File: src/rtl/seq_decrypt_if.sv
// Handshake/data bundle between the packet source and seq_decrypt.
// The master drives the cipher stream and config; the slave reports the plain bytes.
interface seq_decrypt_if #(
   parameter int DW   = 8,
   parameter int LW   = 5,
   parameter int CNTW = 8
);
   logic            cfgLoad;
   logic [CNTW-1:0] preLen;
   logic [LW-1:0]   taps;
   logic [LW-1:0]   seed;
   logic            validIn;
   logic [DW-1:0]   cipherByte;
   logic            pktEnd;
   logic [DW-1:0]   plainByte;
   logic            validOut;
   logic            preambleErr;
   logic            fmtErr;
   logic [CNTW-1:0] payCount;
   logic            done;
   logic            busy;

   modport master (
      output cfgLoad, preLen, taps, seed,
      output validIn, cipherByte, pktEnd,
      input  plainByte, validOut,
      input  preambleErr, fmtErr, payCount,
      input  done, busy
   );

   modport slave (
      input  cfgLoad, preLen, taps, seed,
      input  validIn, cipherByte, pktEnd,
      output plainByte, validOut,
      output preambleErr, fmtErr, payCount,
      output done, busy
   );
endinterface

File: src/rtl/seq_decrypt.sv
// LFSR stream decryptor: checks the preamble of an encrypted packet
// and recovers 7-bit ASCII payload bytes with one cycle of latency.
module seq_decrypt #(
   parameter int DW   = 8,
   parameter int LW   = 5,
   parameter int CNTW = 8
) (
   input logic          clk,
   input logic          rst,
   seq_decrypt_if.slave bus
);

   typedef enum logic [1:0] {
      IDLE,
      PREAMBLE,
      PAYLOAD,
      DONE
   } stateT;

   localparam logic [DW-1:0]   PRE_BYTE   = DW'(8'h7E);
   localparam logic [DW-1:0]   ASCII_MASK = {1'b0, {(DW-1){1'b1}}};
   localparam logic [CNTW-1:0] CNT_MAX    = '1;

   stateT           state;
   stateT           stateNext;
   logic [LW-1:0]   lfsr;
   logic [LW-1:0]   tapsR;
   logic [LW-1:0]   lfsrStep;
   logic [CNTW-1:0] preLenR;
   logic [CNTW-1:0] preCnt;
   logic [CNTW-1:0] payCount;
   logic [DW-1:0]   key;
   logic [DW-1:0]   plainByte;
   logic            validOut;
   logic            preambleErr;
   logic            fmtErr;
   logic            loadCfg;
   logic            acceptPre;
   logic            acceptPay;
   logic            preLast;
   logic            preMiss;
   logic            truncated;

   assign key      = {{(DW-LW){1'b0}}, lfsr};
   assign lfsrStep = {lfsr[LW-2:0], ^(lfsr & tapsR)};
   assign preLast  = (preCnt == preLenR - CNTW'(1));
   assign preMiss  = (bus.cipherByte != (PRE_BYTE ^ key));

   always_ff @(posedge clk or posedge rst) begin
      if (rst) begin
         state <= IDLE;
      end else begin
         state <= stateNext;
      end
   end

   // pktEnd wins over the preamble->payload hop: a packet that ends
   // on its last preamble byte is still a truncated packet.
   always_comb begin
      stateNext = state;
      loadCfg   = 1'b0;
      acceptPre = 1'b0;
      acceptPay = 1'b0;
      truncated = 1'b0;
      unique case (state)
         IDLE: begin
            if (bus.cfgLoad) begin
               loadCfg = 1'b1;
               if (bus.preLen != '0) begin
                  stateNext = PREAMBLE;
               end else begin
                  stateNext = PAYLOAD;
               end
            end
         end
         PREAMBLE: begin
            acceptPre = bus.validIn;
            if (bus.pktEnd) begin
               truncated = 1'b1;
               stateNext = DONE;
            end else if (bus.validIn && preLast) begin
               stateNext = PAYLOAD;
            end
         end
         PAYLOAD: begin
            acceptPay = bus.validIn;
            if (bus.pktEnd) begin
               stateNext = DONE;
            end
         end
         DONE: begin
            stateNext = IDLE;
         end
         default: begin
            stateNext = IDLE;
         end
      endcase
   end

   always_ff @(posedge clk or posedge rst) begin
      if (rst) begin
         lfsr        <= '0;
         tapsR       <= '0;
         preLenR     <= '0;
         preCnt      <= '0;
         payCount    <= '0;
         plainByte   <= '0;
         validOut    <= 1'b0;
         preambleErr <= 1'b0;
         fmtErr      <= 1'b0;
      end else begin
         validOut <= acceptPay;
         if (loadCfg) begin
            preLenR     <= bus.preLen;
            tapsR       <= bus.taps;
            lfsr        <= bus.seed;
            preCnt      <= '0;
            payCount    <= '0;
            preambleErr <= 1'b0;
            fmtErr      <= 1'b0;
         end
         if (acceptPre || acceptPay) begin
            lfsr <= lfsrStep;
         end
         if (acceptPre) begin
            preCnt <= preCnt + CNTW'(1);
            if (preMiss) begin
               preambleErr <= 1'b1;
            end
         end
         if (truncated) begin
            preambleErr <= 1'b1;
         end
         if (acceptPay) begin
            plainByte <= (bus.cipherByte ^ key) & ASCII_MASK;
            if (!bus.cipherByte[DW-1]) begin
               fmtErr <= 1'b1;
            end
            if (payCount != CNT_MAX) begin
               payCount <= payCount + CNTW'(1);
            end
         end
      end
   end

   assign bus.plainByte   = plainByte;
   assign bus.validOut    = validOut;
   assign bus.preambleErr = preambleErr;
   assign bus.fmtErr      = fmtErr;
   assign bus.payCount    = payCount;
   assign bus.done        = (state == DONE);
   assign bus.busy        = (state != IDLE);

endmodule

File: src/flat_wrapper.sv
// flat-port wrapper written by rule: the top's interface ports become plain ports
module seq_decrypt_flat 
#(
   parameter int DW   = 8,
   parameter int LW   = 5,
   parameter int CNTW = 8
)
  (clk, rst, bus_cfgLoad, bus_preLen, bus_taps, bus_seed, bus_validIn, bus_cipherByte, bus_pktEnd, bus_plainByte, bus_validOut, bus_preambleErr, bus_fmtErr, bus_payCount, bus_done, bus_busy);
  seq_decrypt_if #(.DW(DW), .LW(LW), .CNTW(CNTW)) bus_i ();
  input logic clk;
  input logic rst;
  input wire logic [$bits(bus_i.cfgLoad)-1:0] bus_cfgLoad;
  input wire logic [$bits(bus_i.preLen)-1:0] bus_preLen;
  input wire logic [$bits(bus_i.taps)-1:0] bus_taps;
  input wire logic [$bits(bus_i.seed)-1:0] bus_seed;
  input wire logic [$bits(bus_i.validIn)-1:0] bus_validIn;
  input wire logic [$bits(bus_i.cipherByte)-1:0] bus_cipherByte;
  input wire logic [$bits(bus_i.pktEnd)-1:0] bus_pktEnd;
  output wire logic [$bits(bus_i.plainByte)-1:0] bus_plainByte;
  output wire logic [$bits(bus_i.validOut)-1:0] bus_validOut;
  output wire logic [$bits(bus_i.preambleErr)-1:0] bus_preambleErr;
  output wire logic [$bits(bus_i.fmtErr)-1:0] bus_fmtErr;
  output wire logic [$bits(bus_i.payCount)-1:0] bus_payCount;
  output wire logic [$bits(bus_i.done)-1:0] bus_done;
  output wire logic [$bits(bus_i.busy)-1:0] bus_busy;
  assign bus_i.cfgLoad = bus_cfgLoad;
  assign bus_i.preLen = bus_preLen;
  assign bus_i.taps = bus_taps;
  assign bus_i.seed = bus_seed;
  assign bus_i.validIn = bus_validIn;
  assign bus_i.cipherByte = bus_cipherByte;
  assign bus_i.pktEnd = bus_pktEnd;
  assign bus_plainByte = bus_i.plainByte;
  assign bus_validOut = bus_i.validOut;
  assign bus_preambleErr = bus_i.preambleErr;
  assign bus_fmtErr = bus_i.fmtErr;
  assign bus_payCount = bus_i.payCount;
  assign bus_done = bus_i.done;
  assign bus_busy = bus_i.busy;
  seq_decrypt #(.DW(DW), .LW(LW), .CNTW(CNTW)) u_core (.clk(clk), .rst(rst), .bus(bus_i));
endmodule
File: config.mk
export PLATFORM = sky130hd
export DESIGN_NAME = seq_decrypt_flat
export DESIGN_NICKNAME = d
export VERILOG_FILES = /design/src/rtl/seq_decrypt_if.sv /design/src/rtl/seq_decrypt.sv /design/src/flat_wrapper.sv
export SDC_FILE = /design/constraint.sdc
export NUM_CORES = 1
export LEC_CHECK = 0
export ABC_AREA = 0
export ABC_CLOCK_PERIOD_IN_PS = 2400
export BUFFER_PORTS_ARGS = -buffer_cell sky130_fd_sc_hd__buf_2
export CORE_MARGIN = 2
export CORE_UTILIZATION = 55
export CTS_CLUSTER_DIAMETER = 30
export DETAILED_ROUTE_END_ITERATION = 16
export PLACE_DENSITY = 0.85
export SETUP_SLACK_MARGIN = 0.1
export SYNTH_ARGS = -nofsm -noshare
export SYNTH_HDL_FRONTEND = slang
export SYNTH_SLANG_ARGS = --single-unit
File: constraint.sdc
create_clock -name clk -period 2.4 [get_ports clk]
set_input_delay 0.48 -clock clk [delete_from_list [all_inputs] [get_ports clk]]
set_output_delay 0.48 -clock clk [all_outputs]
set_load 0.005 [all_outputs]
==> out/metrics.cfg <==
[floorplan]
io_pins = 52
die_height_um = 71.8
initial_core_util = 0.576
die_area_mm2 = 0.00515
num_rows = 24
die_w_um = 71.8
core_mm2 = 0.00438

[sta]
hold_slack_ps = 196
slew_headroom = 0.644
hold_viol = 0
postLayoutSetupSlackWorst_ps = 454
fmax_mhz = 514
final.min_clock_period_ps = 1950
slew_viol_final = 0
fin_skew_ps = 11.4
worstMarginPinSlew_ps = 532
fin_crit_sh = 0.811
setup_tns_ps = 0
rsz0062_at_grt = no
setup_viol = 0

[routing]
vias = 2078
firstDrtPassIters = 4
viasPerCell = 5.63
drtIter0Drc = 108
antenna_left = 0
drt-total-wl_mm = 5.32
routedWlPerCell_um = 14.4
remaining_drc_errors = 0

[pwr]
finalPower_mw = 3.34
p_per_area_mw_per_mm2 = 1140
power_leakage_nw = 1.40
ir_drop_v = 0.000671

[setup_path]
critPathLaunchType = flip-flop
crit_path_max_incr_delay_ps = 430
cp_top_family = compound AO/OA/AOI/OAI gates
crit_slowest_cell = dfrtp_1
critPathBufInv = 1
crit_arrival_ps = 2160
path_cells = inv_1 -> ha_1 -> nand2b_1 -> a21boi_1 -> o31ai_1 -> a2111oi_2 -> nand2_1 -> mux2i_1
crit_path_end_kind = flip-flop
worst-setup-path-type = flip-flop to flip-flop
cp.required_ps = 2610
crit_fanout = 6

[grt]
grt_pass1_wl_mm = 9.03
grt_max_degree = 25
grtUsageTotal = 0.225
grt_overflow = 0
antenna_found_initial = 0
grt_pass1_vias = 2042

[finish]
nets = 355
drive_above_1_share = 0.259
layout.cells.non_filler = 369
utilization = 0.671
antenna_cells = 0
syn_to_final_growth_pct = 16.4
stdcell_area_mm2 = 0.00294

[placement]
gp_congestion = 0.862
dpl-instance-area_mm2 = 0.00285
dp.cells = 361
port_buffers = 50
dp_slack_ps = 453
dp_hpwl_mm = 4.08

[logic_synthesis]
synthCells = 261
synth_edf_count = 0
syn_nets = 300
yosysTopAreaCell = dfrtp_1
yosys-top-cells-area = dfrtp_1, o21ai_0, mux2_2, nand2_1, xnor2_1
synth_cell_types = 49
ys.warnings.count = 0
ys_seq_area_frac = 0.456
postSynth.asyncResetShare = 1.00
ys_ff_latch = 46
netlist_area_mm2 = 0.00253
syn_area_per_cell_um2 = 9.68
synth_top_area_share = 0.456
synth_ff_type = dfrtp_1

[clocking]
cts_tree = yes
cts_hold_buffers = 0
clk-insertion-delay-late_ps = 300
cts_buffer_depth = 2
root_buffer = clkbuf_8
clk_pin_slew_ps = 90
cts_buffers = 5
cts_resized = 0
htreeDepth = 2
clock_sinks = 46
cts_setup_buffers = 0

[run_status]
status = finished, final reports clean

[min_path]
hp-class = input port to asynchronous set/reset pin

[job]
maxCapViolations = 0

## power by group
group	internal (mW)	switching [mW]
clock	0.233	0.252
combinational	0.730	0.756
sequential	1.06	0.306
## layer usage
| metal | up-vias | GRT usage | wire [um] |
|---|---|---|---|
| met4 | 0 | 0.0985 | 79 |
| li1 | 1027 | - | - |
| met1 | 975 | 0.287 | 2350 |
| met3 | 10 | 0.0534 | 281 |
| met2 | 66 | 0.365 | 2610 |
| met5 | - | 0 | 0 |
## synth_stat cells (2+ instances only)
library cell / instances
a21oi_1: 9
a22o_1: 3
a31oi_1: 2
and2_1: 2
and3_1: 7
and4b_1: 2
buf_1: 2
clkbuf_1: 2
dfrtp_1: 46
ha_1: 8
inv_1: 8
mux2_2: 14
mux2i_1: 6
nand2_1: 37
nand3_1: 8
nand3b_1: 2
nor2_1: 18
nor2b_1: 2
nor3_1: 2
nor3_2: 2
o21ai_0: 32
o31ai_1: 3
xnor2_1: 12
xor2_1: 7
## final timing paths
path	cells past startpoint	endpoint	from	slack, ps
min	2	u_core.bus.payCount[5]	rst	200
min reg2reg	2	u_core.bus.plainByte[0]	u_core.bus.plainByte[0]	500
max in group asynchronous	3	u_core.state[0]	rst	1700
min in group clk	2	u_core.bus.fmtErr	bus_cipherByte[7]	380
max	8	u_core.state[0]	u_core.preLenR[0]	450
max reg2reg	8	u_core.state[0]	u_core.preLenR[0]	450
## cells in the final DEF, fill, tap and decap left out, types with 2 or more instances in the layout
master | Yosys | layout
a22o_1 | 3 | 3
and3_1 | 7 | 7
buf_4 | 1 | 3
nor3_2 | 2 | 2
nor3_1 | 2 | 2
dfrtp_1 | 46 | 46
a31oi_1 | 2 | 2
a21oi_1 | 9 | 9
nand3_1 | 8 | 8
mux2i_1 | 6 | 6
clkbuf_8 | 0 | 6
inv_1 | 8 | 7
nor2_1 | 18 | 18
ha_1 | 8 | 8
buf_2 | 0 | 50
mux2_2 | 14 | 14
o31ai_1 | 3 | 3
nand3b_1 | 2 | 2
xnor2_1 | 12 | 12
nor2b_1 | 2 | 2
and2_1 | 2 | 2
and4b_1 | 2 | 2
xor2_1 | 7 | 7
o21ai_0 | 32 | 32
nand2_1 | 37 | 37
## kinds of logic after synthesis
kind of cell,Yosys count,synth area share
xor gates and xnor gates,19,0.0659
muxes,20,0.0862
adders and majority gates,8,0.0396
and+or+nand+nor,92,0.181
AOI/OAI and AO/OA,60,0.144
buffers and inverters,15,0.0267
DFF,46,0.456
other,1,0.00148
## state kept, by name, indices dropped and copies added, names as in the netlist
signal,flops
u_core.bus.fmtErr,1
u_core.preCnt,8
u_core.state,2
u_core.bus.plainByte,7
u_core.bus.preambleErr,1
u_core.lfsr,5
u_core.bus.payCount,8
u_core.bus.validOut,1
u_core.tapsR,5
u_core.preLenR,8
## area by class of cell
cell class,instances,area (um2)
Timing Repair Buffer,54,293
Clock inverter,1,5.00
Clock buffer,7,86.3
Fill cell,340,1440
Multi-Input combinational cell,200,1310
Tap cell,52,65.1
Sequential cell,46,1150
Inverter,9,33.8
(Power assumes the default switching activity.)
